<file path="config.mk">
export PLATFORM = sky130hd
export DESIGN_NAME = exe_div_unit
export DESIGN_NICKNAME = d
export VERILOG_FILES = /design/src/rtl/exe_div_unit.sv
export SDC_FILE = /design/constraint.sdc
export NUM_CORES = 1
export LEC_CHECK = 0
export ABC_CLOCK_PERIOD_IN_PS = 7800
export CORE_UTILIZATION = 55
export CTS_BUF_LIST = sky130_fd_sc_hd__clkbuf_8
export CTS_CLUSTER_DIAMETER = 40
export DETAILED_ROUTE_END_ITERATION = 12
export PLACE_DENSITY = 0.78
export SYNTH_ARGS = -nofsm -noshare
export SYNTH_HDL_FRONTEND = slang
export SYNTH_SLANG_ARGS = --single-unit
</file>
<file path="constraint.sdc">
create_clock -name clk -period 7.8 [get_ports clk]
set_clock_uncertainty 0.05 [all_clocks]
set_input_delay 2.34 -clock clk [delete_from_list [all_inputs] [get_ports clk]]
set_output_delay 2.34 -clock clk [all_outputs]
set_load 0.05 [all_outputs]
</file>
<file path="src/rtl/exe_div_unit.sv">
// Iterative 32-bit signed/unsigned divider for div.w/div.wu/mod.w/mod.wu with valid/ready handshakes.
// Optional build macro DIV_RADIX4_EN retires two quotient bits per cycle instead of one.
module exe_div_unit (
    input  logic        clk,
    input  logic        reset,
    input  logic        div_in_valid,
    output logic        div_in_ready,
    input  logic        div_signed,
    input  logic [31:0] div_src1,
    input  logic [31:0] div_src2,
    input  logic        div_flush,
    output logic        div_out_valid,
    input  logic        div_out_ready,
    output logic [31:0] div_quotient,
    output logic [31:0] div_remainder,
    output logic        div_busy
);

    typedef enum logic [1:0] {S_IDLE, S_CALC, S_DONE} state_t;

`ifdef DIV_RADIX4_EN
    localparam logic [5:0] LAST_STEP = 6'd15;
`else
    localparam logic [5:0] LAST_STEP = 6'd31;
`endif

    state_t      r_state, w_state_nxt;
    logic        r_vld;
    logic [31:0] r_rem, r_quo, r_dvs;
    logic [5:0]  r_cnt;
    logic        r_neg_q, r_neg_r;

    logic        w_accept, w_div0, w_s1_neg, w_s2_neg, w_last;
    logic [31:0] w_abs1, w_abs2, w_q_fix, w_r_fix;
    logic [63:0] w_step1, w_iter;

    // One restoring step: shift the next dividend bit into the partial remainder
    // and subtract the divisor if it fits. Returns {remainder, quotient shreg}.
    function automatic logic [63:0] div_step(input logic [31:0] rem,
                                             input logic [31:0] quo,
                                             input logic [31:0] dvs);
        logic [32:0] sh;
        logic [32:0] diff;
        sh   = {rem, quo[31]};
        diff = sh - {1'b0, dvs};
        if (!diff[32])
            return {diff[31:0], quo[30:0], 1'b1};
        else
            return {rem[30:0], quo[31], quo[30:0], 1'b0};
    endfunction

    assign w_accept = div_in_valid & div_in_ready;
    assign w_div0   = (div_src2 == 32'd0);
    assign w_s1_neg = div_signed & div_src1[31];
    assign w_s2_neg = div_signed & div_src2[31];
    assign w_abs1   = w_s1_neg ? (~div_src1 + 32'd1) : div_src1;
    assign w_abs2   = w_s2_neg ? (~div_src2 + 32'd1) : div_src2;
    assign w_last   = (r_cnt == LAST_STEP);

    assign w_step1 = div_step(r_rem, r_quo, r_dvs);
`ifdef DIV_RADIX4_EN
    logic [63:0] w_step2;
    assign w_step2 = div_step(w_step1[63:32], w_step1[31:0], r_dvs);
    assign w_iter  = w_step2;
`else
    assign w_iter  = w_step1;
`endif

    // Sign fix-up is folded into the final iteration so the result lands with DONE.
    assign w_q_fix = r_neg_q ? (~w_iter[31:0]  + 32'd1) : w_iter[31:0];
    assign w_r_fix = r_neg_r ? (~w_iter[63:32] + 32'd1) : w_iter[63:32];

    always_comb begin
        w_state_nxt = r_state;
        case (r_state)
            S_IDLE: if (w_accept) w_state_nxt = w_div0 ? S_DONE : S_CALC;
            S_CALC: if (w_last) w_state_nxt = S_DONE;
            S_DONE: if (r_vld & div_out_ready) w_state_nxt = S_IDLE;
            default: w_state_nxt = S_IDLE;
        endcase
        if (div_flush) w_state_nxt = S_IDLE;
    end

    always_ff @(posedge clk) begin
        if (reset) begin
            r_state       <= S_IDLE;
            r_vld         <= 1'b0;
            r_rem         <= '0;
            r_quo         <= '0;
            r_dvs         <= '0;
            r_cnt         <= '0;
            r_neg_q       <= 1'b0;
            r_neg_r       <= 1'b0;
            div_quotient  <= '0;
            div_remainder <= '0;
        end else begin
            r_state <= w_state_nxt;
            // Valid trails entry into DONE by one cycle and drops on handshake or flush.
            r_vld   <= (r_state == S_DONE) & (w_state_nxt == S_DONE);
            if (w_accept) begin
                r_rem   <= '0;
                r_quo   <= w_abs1;
                r_dvs   <= w_abs2;
                r_cnt   <= '0;
                r_neg_q <= w_s1_neg ^ w_s2_neg;
                r_neg_r <= w_s1_neg;
                if (w_div0) begin
                    div_quotient  <= 32'hFFFF_FFFF;
                    div_remainder <= div_src1;
                end
            end else if (r_state == S_CALC && !div_flush) begin
                r_rem <= w_iter[63:32];
                r_quo <= w_iter[31:0];
                r_cnt <= r_cnt + 6'd1;
                if (w_last) begin
                    div_quotient  <= w_q_fix;
                    div_remainder <= w_r_fix;
                end
            end
        end
    end

    assign div_in_ready  = (r_state == S_IDLE) & ~div_flush & ~reset;
    assign div_busy      = (r_state != S_IDLE);
    assign div_out_valid = r_vld;

endmodule

</file>
# Word-level counts from Yosys, hierarchy flattened
# Index checks and enable logic that the tools add are counted.
[totals]
word_cells = 65
inputBits = 70
register_bits = 171
output_inout_bits = 67
[classes]
eq_ne = 5
n_addsub = 6
bitwise_logic = 14
muxes = 21
n_reduce_logical = 9
[op_table]
columns = ["cell", "count"]
rows = [
  ["two-way mux 32 bit", 14],
  ["adder 32 x 1 -> 32 bit, second input constant", 4],
  ["NOT 32 bit", 4],
  ["two-way mux 64 bit", 1],
  ["subtractor 33 x 32 -> 33 bit", 1],
  ["zero test 32 bit", 1],
  ["two-way mux 2 bit", 5],
  ["bitwise AND 1 bit", 7],
  ["adder 6 x 1 -> 6 bit, second input constant", 1],
  ["equality test 6 x 5 -> 1 bit, second input constant", 1],
  ["case mux 2 bit (3 select lines)", 1],
  ["nonzero test 2 bit", 3],
  ["equality test 2 bit, second input constant", 2],
  ["AND reduction 3 bit", 1],
  ["equality test 2 x 1 -> 1 bit, second input constant", 1],
  ["zero test 2 bit", 1],
  ["inequality test 2 x 1 -> 1 bit, second input constant", 1],
  ["NOT 1 bit", 2],
  ["OR reduction 2 bit", 1],
  ["logical AND 1 bit", 1],
  ["zero test 1 bit", 1],
  ["bitwise XOR 1 bit", 1],
]

# Depth between registers and ports, before layout
[depth]
depth_word = 9
depth_mapped = 23
mapped_depth_nobuf = 19

# Least setup slack after synthesis
# No wires, ideal clock.
[synth_timing]
kind = "input-to-output"
start = "in div_flush"
end = "out div_in_ready"
t_required_ns = 5.410
arrival_time_ns = 3.345
setup_slack_ns = 2.065
cell_stages = 2
path_buffers = 0
cell_sequence = "or2_2 > nor2_1"
[synth_via]
elab_chain_cells = 3
[synth_lines]
columns = ["element", "line_no", "text"]
rows = [
  ["start: declaration", "11", "input logic div_flush,"],
  ["NOT 1 bit", "123", "assign div_in_ready = (r_state == S_IDLE) & ~div_flush & ~reset;"],
  ["bitwise AND 1 bit (2 in series)", "123", ""],
  ["end: declaration", "7", "output logic div_in_ready,"],
]
# Every way passes these cells.

# Worst setup path in the final report
# Same ends and word-level chain as after synthesis.

==> impl.org <==
** Pwr
- Cell internal power dissipation :: around 1.4 mW
- The clock network is responsible for ~28% of the overall power.
- Registers are responsible for approximately two fifths of the overall power.
- For this design the ratio of total power to cell area is roughly 170 nW/µm².
- Of the total power, the share spent switching nets is between 30% and 40%.
- Summed over all nets, the switching power comes to 906 µW.
- Standby leakage power :: just under 5 nW
- Of the total power, combinational logic draws 32.7%.
- The worst-case IR drop observed on VDD is ~0.00012 V.
- The design draws around 2.3 mW.

** Clocking
- CTS built an H-tree with a depth of 4.
- Counting along the longest clock path gives a buffer depth of 2.
- Clock latency of the later-clocked register in the worst-skew pair :: about 480 ps
- The clock net in this run drives a total of approximately 170 sinks.
- TritonCTS built the clock tree.
- Post-CTS timing repair inserted 0 buffers for setup.
- CTS resizes :: 0
- The number of clock buffers added by TritonCTS is 17.
- Clk Tree Root Cell :: sky130_fd_sc_hd__clkbuf_8
- After clock tree synthesis, the clock-pin slew on the worst setup and hold paths is 110 ps.
- After clock tree synthesis, the flow added hold-fix buffers numbering 0.

** STA
- Final worst path period share :: between 80% and 90%
- For the final routed database, the setup TNS stands at 0 ps.
- At the pin with the least slew margin, the transition time is between 1000 and 1500 ps.
- Highest achievable clock rate :: roughly 150 MHz
- Post-layout minimum cycle time :: 6540 ps
- Tightest hold margin :: 417 ps
- Unrepaired setup endpoints after global routing :: false
- Final setup violation count :: 0
- In this run the tightest slew margin relative to its limit is 17.7%.
- Final max-slew violation count :: 0
- Total count of hold-check failures in the final report :: 0

** Finish
- Most common library cell in the layout ignoring fill and taps :: sky130_fd_sc_hd__dfxtp_1
- The repair_antennas step left the layout with diodes totalling 0.
- Relative to the synthesized area, the layout overhead comes to 15.2%.
- At the end of the flow, the number of nets in the layout was around 1,800.
- Non-Filler Cell Area, Final :: ~14,000 µm²
- Layout cell share with drive strength beyond 1 :: roughly 6%
- Most frequent cells in the layout :: sky130_fd_sc_hd__dfxtp_1, sky130_fd_sc_hd__nor2_1, sky130_fd_sc_hd__nand2_1
- Number of fill cells in the layout :: roughly 1,900

** Logic synthesis
- The synthesized netlist contains between 90 and 100 unique library cells.
- The cell area that synthesis handed to floorplanning was 12,000 µm².
- Number of standard cells after synthesis :: between 1,500 and 2,000
- Main area contributors after synthesis :: sky130_fd_sc_hd__dfxtp_1, sky130_fd_sc_hd__nor2_1, sky130_fd_sc_hd__a21oi_1
- Synth warn :: 0
- For this run, asynchronously set or reset flops after synthesis account for 0%.
- Avg Cell Area, Syn :: about 7.6 µm²
- In the synthesized netlist the dominant register cell turns out to be sky130_fd_sc_hd__dfxtp_1.
- Sequential cell area fraction in the yosys report :: about 28%
- Number of synthesized flops with an enable pin :: 0
- Top cell type by total area after synthesis :: sky130_fd_sc_hd__dfxtp_1
- FF+latch count, synth :: approximately 170
- After synthesis, the largest area contributor takes up between 20 and 30% of total cell area.
- The number of nets handed over by synthesis was about 1,700.

** Die
- Die area :: around 22,000 µm²
- Placement row count :: between 50 and 60
- Width of the chip :: approximately 150 µm
- After floorplanning, the core was sized to cover ~21,000 µm².
- 137 I/O pins were placed.
- The die is roughly 150 µm tall.
- Starting density of the core :: a little under three fifths

** Placed design
- Buffers placed on the I/O ports in this run total between 100 and 150.
- GP Congestion :: between 0.9 and 1
- Half-perimeter wire length of the detailed placement result :: around 27,000 µm
- Placed standard-cell area :: ~13,000 µm²

** Routing
- After detailed routing, the number of remaining DRC violations is 0.
- Total routed wirelength :: around 36,000 µm
- The first detailed-routing pass ran for 6 iterations.
- ANT nets after route :: 0
- After detailed routing, the average wire length per cell comes to 18.9 µm.
- For this block, the initial DRC count from the detailed router was approximately 1,300.
- Across all layers, the routed design uses roughly 12,000 vias.
- Avg Vias per Cell :: between 6 and 7

** Run
- Number of max-cap violations :: 0

** GRT
- Number of antenna violations at the first check in global routing :: 0
- Overall overflow remaining after global route :: 0
- Global routing used 32.6% of the available tracks.
- Global-route wire length before repair :: approximately 58,000 µm
- Maximum number of pins on one net before global-route repair :: slightly above 100
- Vias in the first global route :: 10,941

** Worst setup path
- For flop-to-flop paths, the worst setup slack is about 1900 ps.
- For the worst setup path, the data arrival time is roughly 4200 ps.
- Crit. End Element :: primary output
- In this run the worst path has a maximum fanout of 3.
- By startpoint and endpoint, the worst setup path is classified as primary input to primary output.
- The worst setup path is launched from a primary input.
- Critical path required time :: between 5000 and 6000 ps

** Worst hold path
- In this run the worst hold path is classified as flip-flop to flip-flop.

** Run status
- The flow ran to the end, and the final reports show no timing, DRC or antenna violations.
==> registers in the layout, indices dropped and copies added, names as in the netlist <==
name / cells
div_out_valid: 1
div_quotient: 32
div_remainder: 32
r_cnt: 6
r_dvs: 32
r_neg_q: 1
r_neg_r: 1
r_quo: 32
r_rem: 32
r_state: 2
==> power by group through the flow <==
stage	sequential (mW)	combinational (mW)	clock, mW
6_report	0.913	0.762	0.653
3_5_place_dp	0.932	0.744	0
2_1_floorplan	0.924	0.545	0
5_1_grt	0.915	0.829	0.690
3_3_place_gp	0.931	0.735	0
4_1_cts	0.912	0.749	0.656
==> per-layer routing <==
layer  up-vias  GRT usage [%]  share of wire [%]
met2       470           52.6                 45
met1      5673           44.5                 45
met4         0           9.70                2.5
met5         -              0                  0
li1       5900              -                  -
met3        63           5.09                7.4
==> worst max-delay path: stages <==
cell and delay, ps:
sky130_fd_sc_hd__clkdlybuf4s50_1 450, sky130_fd_sc_hd__or2_2 340, sky130_fd_sc_hd__nor2_1 180, sky130_fd_sc_hd__clkdlybuf4s50_1 840
==> path summary, 6_finish.rpt <==
check,startpoint,to,depth (start not counted)
setup / recovery,div_flush,div_in_ready,4
hold / removal,div_remainder[15]$_SDFFE_PP0P_,div_remainder[15]$_SDFFE_PP0P_,2
setup reg to reg,r_quo[31]$_SDFFE_PP0P_,div_quotient[30]$_SDFFE_PP0P_,19
hold reg to reg,div_remainder[15]$_SDFFE_PP0P_,div_remainder[15]$_SDFFE_PP0P_,2
==> cells by family after synthesis <==
kind of cell / Yosys count / synth area share, %
DFF: 171 / 28.4
xor gates and xnor gates: 130 / 9.68
AOI/OAI and AO/OA: 476 / 26.7
muxes: 28 / 2.41
buffers and inverters: 159 / 5.18
and+or+nand+nor: 575 / 23.6
adders and majority gates: 38 / 4.01
==> layout make-up <==
class	instances	area (µm²)	area share [%]
Multi-Input combinational cell	1247	8010	57.8
Sequential cell	171	3420	24.7
Timing Repair Buffer	148	1450	10.4
Tap cell	275	344	2.48
Clock buffer	17	234	1.69
Inverter	60	225	1.62
Clock inverter	15	180	1.30
==> stage by stage <==
| step | setup WS [ps] | utilization (%) | std cells |
|---|---|---|---|
| CTS | 1250 | 65.4 | 1933 |
| floorplan | 2060 | - | 1577 |
| detailed placement | 1230 | 63.4 | 1901 |
| finish | 1260 | 65.4 | 1933 |
| global route | 1170 | 65.4 | 1933 |
| global placement | 1290 | 63.4 | 1901 |
==> synth_stat cells (4+ instances only) <==
cell                          n
sky130_fd_sc_hd__o31ai_1     37
sky130_fd_sc_hd__o21bai_1     7
sky130_fd_sc_hd__nor4_1      19
sky130_fd_sc_hd__a211oi_1    70
sky130_fd_sc_hd__a21o_1       8
sky130_fd_sc_hd__a22oi_1     29
sky130_fd_sc_hd__a211o_1     10
sky130_fd_sc_hd__a31oi_1     17
sky130_fd_sc_hd__o41ai_1      6
sky130_fd_sc_hd__o21ai_0     80
sky130_fd_sc_hd__o21a_1       9
sky130_fd_sc_hd__ha_1        37
sky130_fd_sc_hd__and3_1       9
sky130_fd_sc_hd__clkbuf_1    72
sky130_fd_sc_hd__mux2i_1     22
sky130_fd_sc_hd__buf_2       21
sky130_fd_sc_hd__nor3_1      65
sky130_fd_sc_hd__a2111oi_0   10
sky130_fd_sc_hd__inv_1       59
sky130_fd_sc_hd__xnor2_1     65
sky130_fd_sc_hd__buf_1        6
sky130_fd_sc_hd__nand3b_1     5
sky130_fd_sc_hd__o21ai_1     12
sky130_fd_sc_hd__or3_1       56
sky130_fd_sc_hd__nor2_1     162
sky130_fd_sc_hd__mux2_2       5
sky130_fd_sc_hd__nand3_1     31
sky130_fd_sc_hd__and2_1      15
sky130_fd_sc_hd__a21oi_1    119
sky130_fd_sc_hd__o211ai_1     5
sky130_fd_sc_hd__a221oi_1     4
sky130_fd_sc_hd__or2_2        8
sky130_fd_sc_hd__xor2_1      63
sky130_fd_sc_hd__o2111ai_1    6
sky130_fd_sc_hd__nand2b_1    13
sky130_fd_sc_hd__nand4_1     12
sky130_fd_sc_hd__o22ai_1      5
sky130_fd_sc_hd__nand2_1    144
sky130_fd_sc_hd__dfxtp_1    171
sky130_fd_sc_hd__or4_1        9
Power figures use the tool's default switching activity.
